$ cat config.mk
export PLATFORM = sky130hd
export DESIGN_NAME = video_layer_mixer
export DESIGN_NICKNAME = d
export VERILOG_FILES = /design/src/rtl/video_pkg.sv /design/src/rtl/layer_priority_select.sv /design/src/rtl/video_layer_mixer.sv
export SDC_FILE = /design/constraint.sdc
export NUM_CORES = 1
export LEC_CHECK = 0
export BUFFER_PORTS_ARGS = -buffer_cell sky130_fd_sc_hd__buf_2
export CAP_MARGIN = 20
export CORE_UTILIZATION = 50
export DETAILED_ROUTE_END_ITERATION = 7
export PLACE_DENSITY_LB_ADDON = 0.08
export SYNTH_ARGS = -nofsm -noshare
export SYNTH_HDL_FRONTEND = slang
export SYNTH_HIERARCHICAL = 1
export SYNTH_SLANG_ARGS = --single-unit
$ cat constraint.sdc
create_clock -name clk_in -period 3.45 [get_ports clk_in]
set_input_delay 0.69 -clock clk_in [delete_from_list [all_inputs] [get_ports clk_in]]
set_output_delay 0.69 -clock clk_in [all_outputs]
set_load 0.03 [all_outputs]
$ cat src/rtl/video_pkg.sv
// Shared video types and colour defaults for the layer mixer.
package video_pkg;

  localparam int PKG_COLOR_W = 12;

  typedef logic [PKG_COLOR_W-1:0] rgb_t;

  localparam rgb_t KEY_COLOR_DEFAULT = 12'hF0F;
  localparam rgb_t BG_COLOR_DEFAULT  = 12'h000;

  typedef struct packed {
    logic [3:0] r;
    logic [3:0] g;
    logic [3:0] b;
  } rgb_nib_t;

  function automatic rgb_nib_t rgb_split(input rgb_t c);
    rgb_nib_t s;
    s.r = c[11:8];
    s.g = c[7:4];
    s.b = c[3:0];
    return s;
  endfunction

endpackage

$ cat src/rtl/layer_priority_select.sv
// Priority compositor stage: highest enabled opaque layer wins,
// or one forced layer, unkeyed, while the debug override is active.
module layer_priority_select
  import video_pkg::*;
#(
  parameter int                 NUM_LAYERS = 4,
  parameter int                 COLOR_W    = 12,
  parameter logic [COLOR_W-1:0] KEY_COLOR  = KEY_COLOR_DEFAULT,
  parameter logic [COLOR_W-1:0] BG_COLOR   = BG_COLOR_DEFAULT,
  localparam int SW = (NUM_LAYERS > 1) ? $clog2(NUM_LAYERS) : 1
) (
  input  logic                          clk_i,
  input  logic                          rst_ni,
  input  logic [NUM_LAYERS*COLOR_W-1:0] layer_rgb_i,
  input  logic [NUM_LAYERS-1:0]         en_i,
  input  logic                          ovr_i,
  input  logic [SW-1:0]                 sel_i,
  output logic [COLOR_W-1:0]            pix_o
);

  logic [COLOR_W-1:0] pix_d;
  logic [COLOR_W-1:0] pix_q;

  // Ascending scan: later (higher-index) hits overwrite lower ones.
  always_comb begin
    pix_d = BG_COLOR;
    for (int i = 0; i < NUM_LAYERS; i++) begin
      if (ovr_i) begin
        if (sel_i == SW'(i)) begin
          pix_d = layer_rgb_i[i*COLOR_W +: COLOR_W];
        end
      end else if (en_i[i] &&
                   layer_rgb_i[i*COLOR_W +: COLOR_W] != KEY_COLOR) begin
        pix_d = layer_rgb_i[i*COLOR_W +: COLOR_W];
      end
    end
  end

  always_ff @(posedge clk_i or negedge rst_ni) begin
    if (!rst_ni) begin
      pix_q <= '0;
    end else begin
      pix_q <= pix_d;
    end
  end

  assign pix_o = pix_q;

endmodule

$ cat src/rtl/video_layer_mixer.sv
// Layer compositor at the end of the VGA path: frame-shadowed enables,
// colour-keyed priority mix, flash overlay, delay-matched syncs.
module video_layer_mixer
  import video_pkg::*;
#(
  parameter int                 NUM_LAYERS   = 4,
  parameter int                 COLOR_W      = 12,
  parameter logic [COLOR_W-1:0] KEY_COLOR    = KEY_COLOR_DEFAULT,
  parameter logic [COLOR_W-1:0] BG_COLOR     = BG_COLOR_DEFAULT,
  parameter int                 FLASH_FRAMES = 8,
  localparam int SW = (NUM_LAYERS > 1) ? $clog2(NUM_LAYERS) : 1,
  localparam int CW = COLOR_W / 3
) (
  input  logic                          clk_in,
  input  logic                          rst_in,
  input  logic                          hsync_in,
  input  logic                          vsync_in,
  input  logic                          blank_in,
  input  logic [NUM_LAYERS*COLOR_W-1:0] layer_rgb_in,
  input  logic [NUM_LAYERS-1:0]         layer_en_in,
  input  logic                          dbg_sel_valid_in,
  input  logic [SW-1:0]                 dbg_sel_in,
  input  logic                          flash_trig_in,
  input  logic [COLOR_W-1:0]            flash_color_in,
  output logic [CW-1:0]                 vga_r,
  output logic [CW-1:0]                 vga_g,
  output logic [CW-1:0]                 vga_b,
  output logic                          vga_hs,
  output logic                          vga_vs,
  output logic                          frame_start_out,
  output logic                          flash_active_out
);

  // S1
  logic                          hs1_q, vs1_q, bl1_q;
  logic [NUM_LAYERS*COLOR_W-1:0] rgb1_q;
  logic [COLOR_W-1:0]            fc1_q;
  logic                          fs_q;

  // active (shadowed) controls
  logic [NUM_LAYERS-1:0] en_q;
  logic                  ovr_q;
  logic [SW-1:0]         sel_q;
  logic                  sel_ok;

  // flash
  logic [7:0] cnt_q, cnt_d;
  logic       armed_q, armed_d;

  // S2
  logic               hs2_q, vs2_q, bl2_q;
  logic [COLOR_W-1:0] fc2_q;
  logic [COLOR_W-1:0] pix2;

  // S3
  logic               hs3_q, vs3_q;
  logic [COLOR_W-1:0] rgb3_q, rgb3_d;

  always_comb begin
    sel_ok = 1'b0;
    for (int i = 0; i < NUM_LAYERS; i++) begin
      if (dbg_sel_in == SW'(i)) begin
        sel_ok = 1'b1;
      end
    end
  end

  // A trigger landing on the load boundary re-arms for the next one.
  always_comb begin
    cnt_d   = cnt_q;
    armed_d = armed_q | flash_trig_in;
    if (fs_q) begin
      if (armed_q) begin
        cnt_d   = 8'(FLASH_FRAMES);
        armed_d = flash_trig_in;
      end else if (cnt_q != 8'd0) begin
        cnt_d = cnt_q - 8'd1;
      end
    end
  end

  always_comb begin
    rgb3_d = pix2;
    if (cnt_q[0]) begin
      rgb3_d = fc2_q;
    end
    if (bl2_q) begin
      rgb3_d = '0;
    end
  end

  always_ff @(posedge clk_in or negedge rst_in) begin
    if (!rst_in) begin
      hs1_q   <= 1'b0;
      vs1_q   <= 1'b0;
      bl1_q   <= 1'b0;
      rgb1_q  <= '0;
      fc1_q   <= '0;
      fs_q    <= 1'b0;
      en_q    <= '0;
      ovr_q   <= 1'b0;
      sel_q   <= '0;
      cnt_q   <= 8'd0;
      armed_q <= 1'b0;
      hs2_q   <= 1'b0;
      vs2_q   <= 1'b0;
      bl2_q   <= 1'b0;
      fc2_q   <= '0;
      hs3_q   <= 1'b1;
      vs3_q   <= 1'b1;
      rgb3_q  <= '0;
    end else begin
      hs1_q   <= hsync_in;
      vs1_q   <= vsync_in;
      bl1_q   <= blank_in;
      rgb1_q  <= layer_rgb_in;
      fc1_q   <= flash_color_in;
      fs_q    <= vsync_in & ~vs1_q;
      if (fs_q) begin
        en_q  <= layer_en_in;
        ovr_q <= dbg_sel_valid_in & sel_ok;
        sel_q <= dbg_sel_in;
      end
      cnt_q   <= cnt_d;
      armed_q <= armed_d;
      hs2_q   <= hs1_q;
      vs2_q   <= vs1_q;
      bl2_q   <= bl1_q;
      fc2_q   <= fc1_q;
      hs3_q   <= ~hs2_q;
      vs3_q   <= ~vs2_q;
      rgb3_q  <= rgb3_d;
    end
  end

  layer_priority_select #(
    .NUM_LAYERS (NUM_LAYERS),
    .COLOR_W    (COLOR_W),
    .KEY_COLOR  (KEY_COLOR),
    .BG_COLOR   (BG_COLOR)
  ) u_prio (
    .clk_i       (clk_in),
    .rst_ni      (rst_in),
    .layer_rgb_i (rgb1_q),
    .en_i        (en_q),
    .ovr_i       (ovr_q),
    .sel_i       (sel_q),
    .pix_o       (pix2)
  );

  assign vga_r            = rgb3_q[COLOR_W-1 -: CW];
  assign vga_g            = rgb3_q[2*CW-1 -: CW];
  assign vga_b            = rgb3_q[CW-1:0];
  assign vga_hs           = hs3_q;
  assign vga_vs           = vs3_q;
  assign frame_start_out  = fs_q;
  assign flash_active_out = (cnt_q != 8'd0);

endmodule

==> results.json, run 1 <==
{
  "outcome": "complete, but fails checks",
  "violations": "design-rule violations",
  "max_freq_ghz": 0.340,
  "synth_flop_cell": "dfrtp_1",
  "core_area_sq_um": 8850,
  "num_io_pins": 89,
  "diodes": 0,
  "rsz0062_at_grt": "no",
  "avgSynthCellArea_sq_um": 13.8,
  "min_period_ns": 2.94,
  "netlist.area_leader.share_pct": 64.1,
  "initial_core_util_pct": 52.5,
  "synth-seq-cells": 121,
  "grt_usage_pct": 21.2,
  "cts_tree": "done",
  "clock_path_buffers": 2,
  "yosysMostFrequentCell": "dfrtp_1",
  "drive_gt1_share_pct": 36.3,
  "overflow": 0,
  "startpoint_type": "flip-flop",
  "grt_max_degree": 67,
  "skew_ns": 0.00876,
  "areaGrowthSynthToFinish_pct": 23.8,
  "async_flop_share_pct": 100,
  "hold_viol": 0,
  "setup_viol": 0,
  "drv_cap": 0,
  "dp_hpwl_um": 6440,
  "dieArea_sq_um": 9680,
  "hold_ws_ns": 0.219,
  "drt-initial-drc-count": 185,
  "synth_largest_area_cell": "dfrtp_1",
  "finalSetupTns_ns": 0,
  "ys_seq_area_share_pct": 65.2,
  "path_delay_family": "flip-flops",
  "drt-vias-per-instance": 5.52,
  "cts.clk_slew.worst_paths_ns": 0.06,
  "relSlewSlack_pct": 47.1,
  "die_w_um": 98.4,
  "layout.nets": 505,
  "die_height_um": 98.4,
  "vias": 3042,
  "std_cell_rows": 34,
  "worstPathRequired_ns": 2.76,
  "ys_top_cells_by_count": "119 x dfrtp_1, 20 x nand2_1, 20 x nor2_1",
  "ant_nets": 0,
  "synth-edff-count": 0,
  "wire_per_inst_um": 16.7,
  "root_buffer": "clkbuf_8",
  "cp_max_fo": 16,
  "cp_slowest_cell": "dfrtp_1",
  "reg2reg_slack_ns": 1.20,
  "drv_slew": 0,
  "h-tree-depth": 4,
  "synth.distinct_cells": 60,
  "detailedPlace.worstSlack_ns": 1.02,
  "leakage_nw": 2.56,
  "postCtsSetupRepairBufs": 0,
  "worst_pin_slew_ns": 0.789,
  "cp_slowest_stage_delay_ns": 0.81,
  "cts_resized": 0,
  "fin_ws_ns": 0.507,
  "drc": 6,
  "yosys_warnings": 6,
  "syn_inst": 336,
  "syn_nets": 411,
  "cts_num_sinks": 121,
  "grt_pass1_wl_um": 15400,
  "syn_area_sq_um": 4650,
  "grt_pass1_vias": 3135,
  "drt_wl_total_um": 9200,
  "crit_buf_inv": 2,
  "gp_congestion": 0.855,
  "worstPathArrival_ns": 2.25,
  "crit_type": "reg2out",
  "cts_made_buffers": 17,
  "cts_hold_buf": 0,
  "antenna_found_initial": 0,
  "worst_ir_drop_vdd_mv": 0.331,
  "hp-class": "in2async",
  "period_share_pct": 85.3,
  "end_kind": "output port",
  "clk_latency_ns": 0.50,
  "netlist_top_cells_area": "dfrtp_1 64%, mux2i_1 2.8%, mux2_2 2.2%",
  "firstDrtPassIters": 7,
  "power_density_nw_per_um2": 670,
  "port-buffer-count": 88,
  "cp_cell_sequence": "inv_1 -> ha_1 -> nand4b_2 -> buf_2"
}
## power by group
part	switching (mW)	internal (mW)	total, mW
clock	0.626	1.05	1.67
combinational	0.280	0.220	0.500
sequential	0.125	1.56	1.68
## logic make-up (layout without fill, tap and decap cells)
| family | Yosys count | in the layout | share of synthesized area, % |
|---|---|---|---|
| DFF | 121 | 121 | 65.2 |
| and+or+nand+nor | 87 | 87 | 11.9 |
| muxes | 32 | 32 | 8.38 |
| adders and majority gates | 2 | 2 | 0.539 |
| AOI/OAI and AO/OA | 70 | 70 | 11.6 |
| buffers and inverters | 24 | 131 | 2.40 |
## path summary, 6_finish.rpt
kind	startpoint	end	depth (start not counted)
max reg2reg	ovr_q	u_prio/pix_o[0]	5
min reg2reg	fc1_q[5]	fc2_q[5]	0
max in group asynchronous	rst_in	rgb1_q[29]	2
max	cnt_q[0]	flash_active_out	4
min	rst_in	armed_q	1
min in group clk_in	flash_color_in[2]	fc1_q[2]	1
## state kept, by name, summed over array words and instances (netlist names), 2 cells and up
name / flops
rgb1_q: 48
fc1_q: 12
fc2_q: 12
rgb3_q: 12
u_prio/pix_o: 12
cnt_q: 8
en_q: 4
sel_q: 2
## stage by stage
step | util [%] | std cells | total power, mW | instance area, sq um
finish | 65.0 | 551 | 3.85 | 5750
global placement | 58.5 | 519 | 2.19 | 5170
global route | 65.0 | 551 | 4.03 | 5750
detailed placement | 58.5 | 519 | 2.20 | 5170
floorplan | - | 336 | 2.02 | 4650
CTS | 65.0 | 551 | 3.89 | 5750
## per-layer routing
layer  wire length [um]  GRT usage (%)  up-vias
met5                  0              0        -
li1                   -              -     1421
met1               4090           28.1     1488
met2               4380           32.8      119
met4                148           7.92        0
met3                581           6.87       14
## layout make-up
cell class / count / area [sq um]
timing repair buffer: 90 / 470
fill: 700 / 3100
inverter: 9 / 33.8
clock buffer: 18 / 428
clock inverter: 14 / 148
multi-input combinational: 191 / 1500
sequential: 121 / 3030
tap: 108 / 135
## layout by cell type (no fill, tap or decap), types with 5 or more instances in the layout
cell,count
dfrtp_1,119
buf_2,87
nor2_1,20
nand2_1,20
clkbuf_16,16
mux2i_1,13
a21oi_1,11
inv_1,9
mux2_2,9
o21ai_0,9
o22ai_1,8
nand3_1,7
a22oi_1,7
o221ai_1,7
nand4b_1,6
mux2_1,6
nor2b_1,5
clkinvlp_4,5
## worst register-to-register path, stage by stage (launching register included)
cell and delay [ns]:
dfrtp_1 0.83, nand4b_1 0.25, nor4_4 0.07, nor3_2 0.64, a22oi_1 0.16, a21oi_1 0.22
Note: power is estimated with default switching activity, not from simulation.
==> run 2, diff against run 1 <==
- ABC_AREA: default -> 1
- CAP_MARGIN: 20 -> default
==> run 2 against run 1 <==
Compared with the run above: the flow now finishes without violations; sequential cell count unchanged; hold slack better by 0.023 ns; register-to-register slack better by 0.18 ns; via count up 18%; sequential share of layout area down 3.5 points; fmax up 3.9%; largest cell class unchanged.
==> results.json, run 2 <==
{
  "vias": 3578,
  "ant_nets": 0,
  "wl_met2_um": 4800,
  "wire_per_inst_um": 13.0,
  "timing.rr.end": "cnt_q[3]",
  "worstPathRequired_ns": 2.76,
  "multi_input_area_sq_um": 1610,
  "place_area_sq_um": 5520,
  "synth_flop_cell": "dfrtp_1",
  "cts_tree": "done",
  "areaGrowthSynthToFinish_pct": 21.7,
  "crit_top_cell": "nand2_1",
  "drt-vias-per-instance": 4.65,
  "syn_nets": 608,
  "final_cell_mix": "131 x nand2_1, 119 x dfrtp_1, 87 x buf_2",
  "largest_register": "rgb1_q",
  "timing.rr.start": "cnt_q[0]",
  "num_io_pins": 89,
  "postLayoutCellArea_sq_um": 6160,
  "end_kind": "output port",
  "crit_buf_inv": 2,
  "port-buffer-count": 88,
  "die_height_um": 103,
  "yosys_warnings": 6,
  "cp_slowest_stage_delay_ns": 0.53,
  "ys_seq_area_share_pct": 59.9,
  "grt_pass1_vias": 3224,
  "clk_latency_ns": 0.51,
  "h-tree-depth": 4,
  "netlist_top_cells_area": "dfrtp_1 59%, nand2_1 9.7%, nor2_1 5.0%",
  "die_w_um": 103,
  "postCtsSetupRepairBufs": 0,
  "hp-class": "in2async",
  "leakage_nw": 3.12,
  "seq_area_sq_um": 3030,
  "hold_viol": 0,
  "ys_top_cells_by_count": "131 x nand2_1, 119 x dfrtp_1, 67 x nor2_1",
  "std_cell_rows": 36,
  "finalSetupTns_ns": 0,
  "layout.nets": 698,
  "largest_reg_flops": 48,
  "synth.distinct_cells": 37,
  "dieArea_sq_um": 10500,
  "drc": 0,
  "drv_cap": 0,
  "outcome": "complete, no violations",
  "hold_ws_ns": 0.242,
  "synth-seq-cells": 121,
  "dr.max_layer_used": "met4",
  "netlist.area_leader.share_pct": 58.9,
  "cp_cell_sequence": "inv_1 -> ha_1 -> nand2_1 -> nor2_1 -> nand2_1 -> buf_2",
  "drive_gt1_share_pct": 28.8,
  "async_flop_share_pct": 100,
  "drt-met1-wl_um": 4610,
  "fill_cells": 863,
  "cts_num_sinks": 121,
  "synth_largest_area_cell": "dfrtp_1",
  "dp_hpwl_um": 7140,
  "cp_slowest_cell": "dfrtp_1",
  "rsz0062_at_grt": "no",
  "clock_path_buffers": 2,
  "cts_resized": 0,
  "cts_made_buffers": 17,
  "wl_met3_um": 485,
  "grt_usage_pct": 20.8,
  "drt_wl_total_um": 10000,
  "reg2reg_slack_ns": 1.38,
  "path_delay_family": "buffers and inverters",
  "ff2ff_path_depth": 9,
  "drt-initial-drc-count": 157,
  "cts_hold_buf": 0,
  "drv_slew": 0,
  "syn_area_sq_um": 5060,
  "power_density_nw_per_um2": 681,
  "final_common_cell": "nand2_1",
  "yosysMostFrequentCell": "nand2_1",
  "avgSynthCellArea_sq_um": 9.49,
  "min_period_ns": 2.83,
  "overflow": 0,
  "antenna_found_initial": 0,
  "setup_viol": 0,
  "firstDrtPassIters": 5,
  "syn_inst": 533,
  "relSlewSlack_pct": 44.1,
  "cts.clk_slew.worst_paths_ns": 0.06,
  "synth-edff-count": 0,
  "crit_type": "reg2out",
  "period_share_pct": 82.1,
  "max_freq_ghz": 0.353,
  "startpoint_type": "flip-flop",
  "worst_pin_slew_ns": 0.836,
  "worstPathArrival_ns": 2.14,
  "gp_congestion": 0.851,
  "root_buffer": "clkbuf_8",
  "skew_ns": 0.00867,
  "cp_max_fo": 16,
  "worst_ir_drop_vdd_mv": 0.551,
  "core_area_sq_um": 9770,
  "initial_core_util_pct": 51.8,
  "diodes": 0,
  "grt_max_degree": 62,
  "grt_pass1_wl_um": 16000,
  "final_util_pct": 63.0
}
-- run 2: kinds of logic after synthesis --
kind of cell	synth area share [%]
multiplexers	1.56
AND/OR/NAND/NOR	23.9
adder cells (fa/ha/maj)	0.494
XOR/XNOR	0.346
flip-flops	59.9
buffers and inverters	8.28
AO/OA/AOI/OAI	5.54
-- run 2: through the flow --
step / setup WS (ns) / instances / total power, mW
2_1_floorplan: 1.48 / 533 / 2.18
3_3_place_gp: 1.17 / 737 / 2.35
3_5_place_dp: 1.13 / 737 / 2.36
4_1_cts: 0.567 / 769 / 4.23
5_1_grt: 0.419 / 769 / 4.41
6_report: 0.619 / 769 / 4.19
-- run 2: worst register-to-register path, stage by stage, from the launching register on --
cell	delay [ns]
dfrtp_1	0.53
inv_1	0.41
ha_1	0.22
nand2_1	0.05
nor2_1	0.14
nand3_2	0.10
nand2_2	0.23
inv_1	0.14
nand2_1	0.07
o21ai_0	0.06
-- run 2: final cells by class --
type | count | share of cell area [%]
clock buffers | 20 | 7.24
clock inverters | 12 | 3.05
inverters | 65 | 3.98
multi-input cells | 328 | 26.2
flip-flops and latches | 121 | 49.2
well taps | 133 | 2.70
repair buffers | 90 | 7.64
-- run 2: metal layers --
| layer | GRT usage, % | up-vias |
|---|---|---|
| li1 | - | 1827 |
| met1 | 27.7 | 1635 |
| met2 | 32.4 | 106 |
| met3 | 5.36 | 10 |
| met4 | 9.12 | 0 |
| met5 | 0 | - |
-- run 2: worst max path at each step --
stage | startpoint | to | slack, ns | cells past startpoint
final | cnt_q[0] | flash_active_out | 0.62 | 6
after global routing | cnt_q[0] | flash_active_out | 0.42 | 6
after CTS | cnt_q[0] | flash_active_out | 0.57 | 6
after detailed placement | cnt_q[0] | flash_active_out | 1.13 | 6
after global placement | cnt_q[0] | flash_active_out | 1.17 | 6
after floorplan | cnt_q[0] | flash_active_out | 1.48 | 6
-- run 2: power by group --
| part | switching, mW | internal [mW] |
|---|---|---|
| Combinational | 0.451 | 0.239 |
| Sequential | 0.0838 | 1.56 |
| Clock | 0.634 | 1.22 |
| Total | 1.17 | 3.02 |
